## src/rtl/mux8x1_reg.sv

```systemverilog
// 8-to-1 bit-slice selector with a zero-latency output and a registered copy plus valid flag.
// Optional registered even-parity output OUT_PAR is enabled by defining MUX8X1_PARITY_EN.
module mux8x1_reg #(
  parameter int WIDTH = 1
) (
  output logic [WIDTH-1:0] OUT,
  input  logic [WIDTH-1:0] IN0,
  input  logic [WIDTH-1:0] IN1,
  input  logic [WIDTH-1:0] IN2,
  input  logic [WIDTH-1:0] IN3,
  input  logic [WIDTH-1:0] IN4,
  input  logic [WIDTH-1:0] IN5,
  input  logic [WIDTH-1:0] IN6,
  input  logic [WIDTH-1:0] IN7,
  input  logic [2:0]       SEL,
  input  logic             CLK,
  input  logic             RESETN,
  input  logic             IN_VALID,
  output logic [WIDTH-1:0] OUT_Q,
  output logic [2:0]       SEL_Q,
  output logic             OUT_VALID
`ifdef MUX8X1_PARITY_EN
  ,
  output logic             OUT_PAR
`endif
);

  logic [WIDTH-1:0] data_q, data_d;
  logic [2:0]       sel_q, sel_d;
  logic             valid_q, valid_d;

  // The default arm only matters in simulation, where an unknown SEL forces zeros.
  always_comb begin
    OUT = '0;
    case (SEL)
      3'd0:    OUT = IN0;
      3'd1:    OUT = IN1;
      3'd2:    OUT = IN2;
      3'd3:    OUT = IN3;
      3'd4:    OUT = IN4;
      3'd5:    OUT = IN5;
      3'd6:    OUT = IN6;
      3'd7:    OUT = IN7;
      default: OUT = '0;
    endcase
  end

  always_comb begin
    data_d  = data_q;
    sel_d   = sel_q;
    valid_d = IN_VALID;
    if (IN_VALID) begin
      data_d = OUT;
      sel_d  = SEL;
    end
  end

  always_ff @(posedge CLK or negedge RESETN) begin
    if (!RESETN) begin
      data_q  <= '0;
      sel_q   <= '0;
      valid_q <= 1'b0;
    end else begin
      data_q  <= data_d;
      sel_q   <= sel_d;
      valid_q <= valid_d;
    end
  end

  assign OUT_Q     = data_q;
  assign SEL_Q     = sel_q;
  assign OUT_VALID = valid_q;

`ifdef MUX8X1_PARITY_EN
  logic par_q, par_d;

  // Parity follows the same capture qualification as the data register.
  always_comb begin
    par_d = par_q;
    if (IN_VALID) begin
      par_d = ^OUT;
    end
  end

  always_ff @(posedge CLK or negedge RESETN) begin
    if (!RESETN) begin
      par_q <= 1'b0;
    end else begin
      par_q <= par_d;
    end
  end

  assign OUT_PAR = par_q;
`endif

endmodule

```

## config.mk

```make
export PLATFORM = sky130hd
export DESIGN_NAME = mux8x1_reg
export DESIGN_NICKNAME = d
export VERILOG_FILES = /design/src/rtl/mux8x1_reg.sv
export SDC_FILE = /design/constraint.sdc
export NUM_CORES = 1
export LEC_CHECK = 0
export BUFFER_PORTS_ARGS = -buffer_cell sky130_fd_sc_hd__buf_2
export CAP_MARGIN = 20
export CORE_AREA = 3 3 40 42
export CTS_CLUSTER_SIZE = 20
export DETAILED_ROUTE_END_ITERATION = 6
export DIE_AREA = 0 0 43 45
export PLACE_DENSITY = 0.42
export SETUP_SLACK_MARGIN = 0.1
export SLEW_MARGIN = 10
export SYNTH_ARGS = -nofsm -noshare
export SYNTH_HDL_FRONTEND = slang
export SYNTH_SLANG_ARGS = --single-unit
export TNS_END_PERCENT = 5
```

## constraint.sdc

```tcl
create_clock -name CLK -period 2.1 [get_ports CLK]
set_clock_uncertainty 0.15 [all_clocks]
set_input_delay 0.105 -clock CLK [delete_from_list [all_inputs] [get_ports CLK]]
set_output_delay 0.105 -clock CLK [all_outputs]
set_load 0.005 [all_outputs]
```

-- After elaboration in Yosys (flattened, before gate mapping)
Cells that the tools add are included.
Widths: inputs -> output; s select.
- flip-flop bits (word level): 5
- output and inout bits: 6
- word-level logic and storage cells: 12
- equality and inequality tests: 7
- muxes and demuxes: 1
- reduce and logical (&&, ||, !) cells: 1
- operators with widths (kind ; number):
    $eq 3x3->1 const B ; 4
    $pmux 1 s8 ; 1
    $eq 3x2->1 const B ; 2
    $eq 3x1->1 const B ; 1
    $logic_not 3->1 ; 1

-- Logic depth before layout (Yosys ltp)
Gate-level depths: netlist of run 1.
- word-level depth: 2
- mapped depth: 4
- mapped depth without buffers: 3

-- Worst setup path after synthesis of run 1
No wires, ideal clock.
- kind: input to register
- start: input SEL[0]
- end: register data_q, in the netlist OUT_Q
- data arrival time: 0.906 ns
- data required time: 1.871 ns
- path slack: 0.964 ns
- stages on the path: 4
- path buffers: 1
- cells stage by stage: buf_6 > mux2i_1 > mux4_2 > mux2i_1
- cells in the longest elaborated chain, start to end: 2
- elaborated cells between the ends (all ways): 9
- ends and longest elaborated chain (item ; RTL line ; text):
    start, declared ; 15 ; input logic [2:0] SEL,
    $eq 3x3->1 (tied with other cells) ; 35 ; case (SEL)
    $pmux 1 s8 (*) ; 35 ;
    end signal, assigned ; 64 ; data_q <= data_d;
    end, declared ; 28 ; logic [WIDTH-1:0] data_q, data_d;
Mark *: on every way between the ends. The rest lies on a longest branch, timed or not.
A chain may end at the register's enable or synchronous reset.

-- Worst setup path in the final report of run 1
- start: input SEL[1]
- end: output OUT
- cells in the longest elaborated chain, start to end: 2
- elaborated cells between the ends (all ways): 9
- ends and longest elaborated chain (item ; RTL line ; text):
    $eq 3x3->1 (tied with other cells) ; 35 ;
    $pmux 1 s8 (*) ; 35 ;
    end, declared ; 6 ; output logic [WIDTH-1:0] OUT,
Marked as above.

==> qor.tcl, run 1 <==
set qor(status) {finished clean}
set qor(cts.sinks) 5
set qor(syn-instance-count) 17
set qor(syn_avg_cell_area_um2) 14.7
set qor(worst_slew_pin_slew_ps) 112
set qor(finish.utilization) 0.326
set qor(crit_type) {input port to output pin}
set qor(timing.critical_path.slowest_cell_delay_ps) 520
set qor(worstReg2RegEnd) {SEL_Q[1]$_DFFE_PN0P_}
set qor(cts_htree_levels) 1
set qor(syn-cell-area_um2) 250
set qor(die_span_in_x_um) 43
set qor(finalWirelength_um) 628
set qor(dieHeight_um) 45
set qor(synth.mux.area_fraction) 0.425
set qor(fp.coreArea_um2) 1280
set qor(stdcell_area_um2) 419
set qor(route.detailed.drc) 0
set qor(cp_data_required_time_ps) 1850
set qor(critical_path.max_fanout) 2
set qor(timing.max_slew.rel_slack) 0.923
set qor(post_synth_and_or_nand_nor_area_fraction) 0
set qor(floorplan.initialDensity) 0.195
set qor(drt_pass1_iterations) 1
set qor(power.density_cell_area_nw_per_um2) 669
set qor(critical_path.slowest_cell) {sky130_fd_sc_hd__dlygate4sd3_1}
set qor(synth.area.top_cells) {sky130_fd_sc_hd__dfrtp_1, sky130_fd_sc_hd__mux2i_1, sky130_fd_sc_hd__mux2_2}
set qor(maxClockFrequency_mhz) 601
set qor(antenna_cells) 0
set qor(tritoncts_clock_tree) {built}
set qor(route.detailed.vias_per_inst) 3.91
set qor(number_of_global_route_vias_before_repair) 253
set qor(floorplan.io_pins) 20
set qor(port_buf_inserts) 19
set qor(hold_viol_final) 0
set qor(worst_ep_arrival_time_ps) 1410
set qor(die_area_um2) 1940
set qor(power_leakage_nw) 0.223
set qor(post_route_cells_drive_above_1_share) 0.605
set qor(gp_congestion) 0.603
set qor(post_synthesis_compound_gate_area_fraction) 0
set qor(report.final.setup_viol) 0
set qor(layout_worst_path_cycle_share) 0.792
set qor(placement.cell_area_um2) 353
set qor(largest_net_degree_at_the_start_of_global_routing) 6
set qor(number_of_drc_markers_after_the_initial_detailed_route_iteration) 0
set qor(num_rows) 13
set qor(num_vias) 227
set qor(syn_nets) 31
set qor(r2r_slack_ps) 1190
set qor(synth_xor_area_frac) 0
set qor(combinational_family_with_the_most_area_after_synthesis) {multiplexers}
set qor(worst_r2r_startpoint) {SEL_Q[1]$_DFFE_PN0P_}
set qor(nets) 58
set qor(antenna_violating_nets_post_route) 0
set qor(number_of_synthesized_flops_with_an_enable_pin) 0
set qor(finalCriticalPeriod_ps) 1660
set qor(synth_sequential_area_ratio) 0.500
set qor(path_cells) {dlygate4sd3_1 > buf_2 > mux4_2 > inv_1 > buf_2}
set qor(path_common_cell) {sky130_fd_sc_hd__buf_2}
set qor(synth_async_sr_flop_share) 1.00
set qor(antenna_found_initial) 0
set qor(ys.warnings.count) 0
set qor(area_growth_from_synthesis_to_layout_pct) 67.5
set qor(vdd_drop_max_mv) 0.289
set qor(total_grt_usage) 0.0812
set qor(post_drt_wl_per_cell_um) 10.8
set qor(cts.path.max_buffers) 2
set qor(yosys-top-cells-count) {sky130_fd_sc_hd__dfrtp_1, sky130_fd_sc_hd__mux2i_1, sky130_fd_sc_hd__mux2_2, sky130_fd_sc_hd__inv_1}
set qor(synth.distinct_cells) 6
set qor(arithmetic_cell_share_of_the_synthesized_area_counting_full_adders_half_adders_and_majority_gates) 0
set qor(dp_slack_ps) 814
set qor(synth.largest_area_cell) {sky130_fd_sc_hd__dfrtp_1}
set qor(synth_top_area_share) 0.500
set qor(fin_hold_ws_ps) 63.4
set qor(clk_pin_slew_worst_paths_ps) 50
set qor(grt_remaining_overflow) 0
set qor(timing.critical_path.from_type) {input port}
set qor(ys_dominant_reg_cell) {sky130_fd_sc_hd__dfrtp_1}
set qor(cts.root.buffer_cell) {sky130_fd_sc_hd__clkbuf_4}
set qor(fin_tns_setup_ps) 0
set qor(hp-class) {input port to async pin}
set qor(timing.final.max_slew_violations) 0
set qor(grt_pass1_wl_mm) 1.09
set qor(drv.max_cap_violation_count) 0
set qor(post_cts_resize_count) 0
set qor(rsz0062_at_grt) {false}
set qor(cts_inserted_buffers) 3
set qor(r2r.worst_path.cells) 1
set qor(crit_path_end_kind) {output pin}
set qor(post-cts-setup-buffers) 0
set qor(worstSkewPairLatency_ps) 240
set qor(final_critical_path_setup_slack_ps) 436
set qor(ys_seq_elements) 5
[worst max-delay path by stage]
stage,startpoint,end,slack [ps],cells after the start
after global routing,SEL[1],OUT,370,5
after CTS,SEL[1],OUT,430,5
after global placement,SEL[0],OUT,820,5
after floorplan,SEL[0],OUT_Q$_DFFE_PN0P_,960,4
final,SEL[1],OUT,440,5
after detailed placement,SEL[0],OUT,810,5
[state kept, by name (all words and copies together) (netlist names)]
name and count:
OUT_Q 1, SEL_Q 3, OUT_VALID 1
[cell usage in the layout (no fill, tap or decap)]
cell type	count
sky130_fd_sc_hd__clkbuf_1	1
sky130_fd_sc_hd__buf_2	19
sky130_fd_sc_hd__clkbuf_4	3
sky130_fd_sc_hd__inv_1	2
sky130_fd_sc_hd__dfrtp_1	5
sky130_fd_sc_hd__mux2_2	3
sky130_fd_sc_hd__dlygate4sd3_1	4
sky130_fd_sc_hd__mux2i_1	5
sky130_fd_sc_hd__mux4_2	1
[critical path, delay by kind of cell]
kind / cells / cell delay [ps]
buffers and inverters: 4 / 800
muxes: 1 / 500
[stage by stage]
step,total power [mW],instances
2_1_floorplan,0.137,17
3_3_place_gp,0.165,50
3_5_place_dp,0.167,50
4_1_cts,0.288,58
5_1_grt,0.308,58
6_report,0.280,58
[power breakdown]
group / leakage (nW) / internal, mW / switching [mW]
Clock: 0.0150 / 0.0718 / 0.0394
Combinational: 0.150 / 0.0361 / 0.0219
Sequential: 0.0583 / 0.107 / 0.00441
Total: 0.223 / 0.215 / 0.0657
[repair_timing]
item / 4_1_cts / 5_1_grt
hold buffers: 4 / 0
endpoints found under the setup margin: 0 / 0
hold endpoints to repair: 9 / 0
[routing by layer]
metal  up-vias  track usage  part of all wire
li1        110            -                 -
met1       107       0.0856              0.40
met2        10        0.129              0.51
met3         0       0.0279             0.084
met4         0       0.0723                 0
met5         -            0                 0
[cell type report]
| cell class | instances | area (um^2) |
|---|---|---|
| Timing Repair Buffer | 23 | 135 |
| Inverter | 2 | 7.51 |
| Fill cell | 142 | 866 |
| Clock buffer | 4 | 26.3 |
| Tap cell | 15 | 18.8 |
| Sequential cell | 5 | 125 |
| Multi-Input combinational cell | 9 | 106 |
[cell families after synthesis]
logic type	count (synthesis)
mux	9
flops	5
buf+inv	3
No activity file was read; power rests on OpenSTA's default activity.
==> run 2: changes to the inputs <==
--- a/config.mk
+++ b/config.mk
@@ -5,13 +5,14 @@
 export SDC_FILE = /design/constraint.sdc
 export NUM_CORES = 1
 export LEC_CHECK = 0
+export ABC_AREA = 1
 export BUFFER_PORTS_ARGS = -buffer_cell sky130_fd_sc_hd__buf_2
 export CAP_MARGIN = 20
 export CORE_AREA = 3 3 40 42
 export CTS_CLUSTER_SIZE = 20
 export DETAILED_ROUTE_END_ITERATION = 6
 export DIE_AREA = 0 0 43 45
-export PLACE_DENSITY = 0.42
+export PLACE_DENSITY = 0.43
 export SETUP_SLACK_MARGIN = 0.1
 export SLEW_MARGIN = 10
 export SYNTH_ARGS = -nofsm -noshare
==> constraint.sdc (replaced) <==
create_clock -name CLK -period 1.7 [get_ports CLK]
set_clock_uncertainty 0.15 [all_clocks]
set_input_delay 0.085 -clock CLK [delete_from_list [all_inputs] [get_ports CLK]]
set_output_delay 0.085 -clock CLK [all_outputs]
set_load 0.005 [all_outputs]
==> run 2 against run 1 <==
Sequential share of layout area unchanged. Global-route usage increased by 0.070 points. Sequential power increased by 21%. Setup slack improved by 240 ps. Worst hold slack got worse by 50 ps. Highest routed layer unchanged. Utilization unchanged. Register-to-register slack got worse by 250 ps. Non-clock buffer count decreased by 2. First-iteration DRC count increased by 3. Die area unchanged. Synthesized area increased by 3.5%.
==> qor.tcl, run 2 <==
set qor(power.density_cell_area_nw_per_um2) 807 ;# +21%
set qor(route.detailed.vias_per_inst) 3.93 ;# +0.45%
set qor(timing.final.max_slew_violations) 0 ;# unchanged
set qor(synth.largest_area_cell) {sky130_fd_sc_hd__dfrtp_1}
set qor(worstReg2RegEnd) {SEL_Q[0]$_DFFE_PN0P_}
set qor(number_of_global_route_vias_before_repair) 299 ;# +18%
set qor(power_leakage_nw) 0.239 ;# +7.0%
set qor(yosys-top-cells-count) {sky130_fd_sc_hd__nand2_1, sky130_fd_sc_hd__dfrtp_1}
set qor(timing.critical_path.from_type) {input port}
set qor(tritoncts_clock_tree) {built}
set qor(met2_usage) 0.117 ;# -0.0120
set qor(antenna_found_initial) 0 ;# unchanged
set qor(total_grt_usage) 0.0819 ;# +0.000700
set qor(number_of_synthesized_flops_with_an_enable_pin) 0 ;# unchanged
set qor(path_cells) {dlygate4sd3_1 > buf_2 > inv_1 > o21ai_0}
set qor(largest_register_ff_count) 3 ;# unchanged
set qor(die_span_in_x_um) 43 ;# unchanged
set qor(die_area_um2) 1940 ;# unchanged
set qor(timing.critical_path.slowest_cell_delay_ps) 530 ;# about the same
set qor(number_of_drc_markers_after_the_initial_detailed_route_iteration) 3 ;# +3
set qor(synth.distinct_cells) 8 ;# +2
set qor(drt_pass1_iterations) 2 ;# +1
set qor(cts_inserted_buffers) 3 ;# unchanged
set qor(crit_path_end_kind) {flop}
set qor(cp_data_required_time_ps) 1670 ;# -180 ps
set qor(critical_path.slowest_cell) {sky130_fd_sc_hd__dlygate4sd3_1}
set qor(port_buf_inserts) 19 ;# unchanged
set qor(maxClockFrequency_mhz) 981
set qor(nets) 73 ;# +26%
set qor(filler_cell_count) 144 ;# +1.4%
set qor(synth_async_sr_flop_share) 1.00 ;# unchanged
set qor(worst_r2r_startpoint) {SEL_Q[0]$_DFFE_PN0P_}
set qor(hold_viol_final) 0 ;# unchanged
set qor(worst_slew_pin_slew_ps) 169 ;# +57.5 ps
set qor(cts.root.buffer_cell) {sky130_fd_sc_hd__clkbuf_4}
set qor(ys_seq_elements) 5 ;# unchanged
set qor(hp-class) {input port to flop}
set qor(antenna_cells) 0 ;# unchanged
set qor(syn_nets) 47 ;# +52%
set qor(report.final.setup_viol) 0 ;# unchanged
set qor(timing.critical_path.buf_inv) 3 ;# -1
set qor(num_rows) 13 ;# unchanged
set qor(ys_dominant_reg_cell) {sky130_fd_sc_hd__dfrtp_1}
set qor(floorplan.initialDensity) 0.202 ;# +0.00682
set qor(worst_ep_arrival_time_ps) 990 ;# -420 ps
set qor(layout_worst_path_cycle_share) 0.600
set qor(timing.max_slew.rel_slack) 0.887 ;# -0.0363
set qor(dieHeight_um) 45 ;# unchanged
set qor(fin_tns_setup_ps) 0 ;# unchanged
set qor(synth_top_area_share) 0.483 ;# -0.0169
set qor(grt_remaining_overflow) 0 ;# unchanged
set qor(critical_path.max_fanout) 7 ;# +5
set qor(vdd_drop_max_mv) 0.145 ;# -50%
set qor(syn-cell-area_um2) 259 ;# +3.5%
set qor(fp.coreArea_um2) 1280 ;# unchanged
set qor(area_growth_from_synthesis_to_layout_pct) 61.8
set qor(post-synth-top-count-cell) {sky130_fd_sc_hd__nand2_1}
set qor(ys.warnings.count) 0 ;# unchanged
set qor(status) {finished clean}
set qor(grt_use_met1) 0.105 ;# +0.0190
set qor(critical_path.endpoint) {SEL_Q[0]$_DFFE_PN0P_}
set qor(post_route_cells_drive_above_1_share) 0.466 ;# -0.139
set qor(crit_type) {input port to flop}
set qor(layout_commonest_cell) {sky130_fd_sc_hd__buf_2}
set qor(num_vias) 287 ;# +26%
set qor(finalWirelength_um) 625 ;# -0.48%
set qor(timing.critical_path.depth) 4 ;# -1
set qor(rsz0062_at_grt) {false}
set qor(synth.area.top_cells) {sky130_fd_sc_hd__dfrtp_1, sky130_fd_sc_hd__nand2_1, sky130_fd_sc_hd__nand3_2}
set qor(r2r_slack_ps) 940 ;# -250 ps
set qor(worst_setup_path_startpoint) {IN_VALID}
set qor(fin_hold_ws_ps) 13.1 ;# -50.3 ps
set qor(r2r.worst_path.cells) 2 ;# +1
set qor(floorplan.io_pins) 20 ;# unchanged
set qor(route.detailed.drc) 0 ;# unchanged
set qor(gp_congestion) 0.650 ;# +7.8%
set qor(global_route.peak_usage_layer) {met2}
set qor(worst_path_dominant_cell_family) {buffers and inverters}
set qor(clk_pin_slew_worst_paths_ps) 50 ;# about the same
set qor(worstSkewPairLatency_ps) 240 ;# about the same
set qor(cts_htree_levels) 1 ;# unchanged
set qor(drv.max_cap_violation_count) 0 ;# unchanged
set qor(syn_avg_cell_area_um2) 7.85 ;# -47%
set qor(cts.sinks) 5 ;# unchanged
set qor(cts.path.max_buffers) 2 ;# unchanged
set qor(antenna_violating_nets_post_route) 0 ;# unchanged
set qor(use_met3) 0.0159 ;# -0.0120
set qor(mostFrequentLayoutCells) {sky130_fd_sc_hd__buf_2, sky130_fd_sc_hd__nand2_1, sky130_fd_sc_hd__dfrtp_1}
set qor(finalCriticalPeriod_ps) 1020
set qor(grt_pass1_wl_mm) 1.17 ;# +7.0%
set qor(post_drt_wl_per_cell_um) 8.56 ;# -21%
set qor(largest_net_degree_at_the_start_of_global_routing) 8 ;# +2
set qor(synth_sequential_area_ratio) 0.483 ;# -0.0169
set qor(syn-instance-count) 33 ;# +16
set qor(post_cts_resize_count) 0 ;# unchanged
set qor(detail_placement_hpwl_um) 537
==> run 2: power breakdown <==
part / internal, mW / switching [mW]
combinational: 0.0336 / 0.0325
sequential: 0.130 / 0.00430
clock: 0.0888 / 0.0492
==> run 2: layer usage <==
layer / vias to the layer above / routed length [um]
met4: 0 / 0
met2: 16 / 265
met1: 118 / 293
met3: 0 / 66
li1: 153 / -
met5: - / 0
==> run 2: repair_timing <==
action / in CTS / in global routing
setup buffers: 0 / 0
hold buffers: 2 / 0
endpoints found under the hold margin: 7 / 0
==> run 2: final cells by class <==
cell class | instances | area (um^2) | share of cell area
Multi-Input combinational cell | 24 | 119 | 0.284
Clock buffer | 4 | 26.3 | 0.0627
Inverter | 4 | 15.0 | 0.0358
Sequential cell | 5 | 125 | 0.299
Timing Repair Buffer | 21 | 115 | 0.275
Tap cell | 15 | 18.8 | 0.0448
==> run 2: cells by family after synthesis <==
group | Yosys count | synth area share
buffers and inverters | 4 | 0.0580
and+or+nand+nor | 21 | 0.401
DFF | 5 | 0.483
AOI/OAI and AO/OA | 3 | 0.0580
==> run 2: how the worst min path moves through the flow <==
stage | start | to | slack (ps) | cells past startpoint
5_1_grt | RESETN | OUT_VALID$_DFF_PN0_ | 60 | 2
4_1_cts | SEL[2] | SEL_Q[2]$_DFFE_PN0P_ | 10 | 3
2_1_floorplan | RESETN | OUT_Q$_DFFE_PN0P_ | -360 | 0
6_report | SEL[2] | SEL_Q[2]$_DFFE_PN0P_ | 10 | 3
3_3_place_gp | RESETN | SEL_Q[1]$_DFFE_PN0P_ | -240 | 1
3_5_place_dp | RESETN | SEL_Q[1]$_DFFE_PN0P_ | -250 | 1
==> run 2: stage by stage <==
step                area [um^2]  power, mW  instances  utilization  setup slack (ps)
floorplan                   259      0.164         33            -               941
global placement            373      0.200         67        0.290               789
detailed placement          373      0.200         67        0.290               774
CTS                         419      0.346         73        0.326               683
global route                419      0.365         73        0.326               561
finish                      419      0.338         73        0.326               680
==> run 2: tightest hold or removal path, stage by stage <==
cell,delay [ps]
sky130_fd_sc_hd__buf_2,110
sky130_fd_sc_hd__inv_1,70
sky130_fd_sc_hd__o21ai_0,80
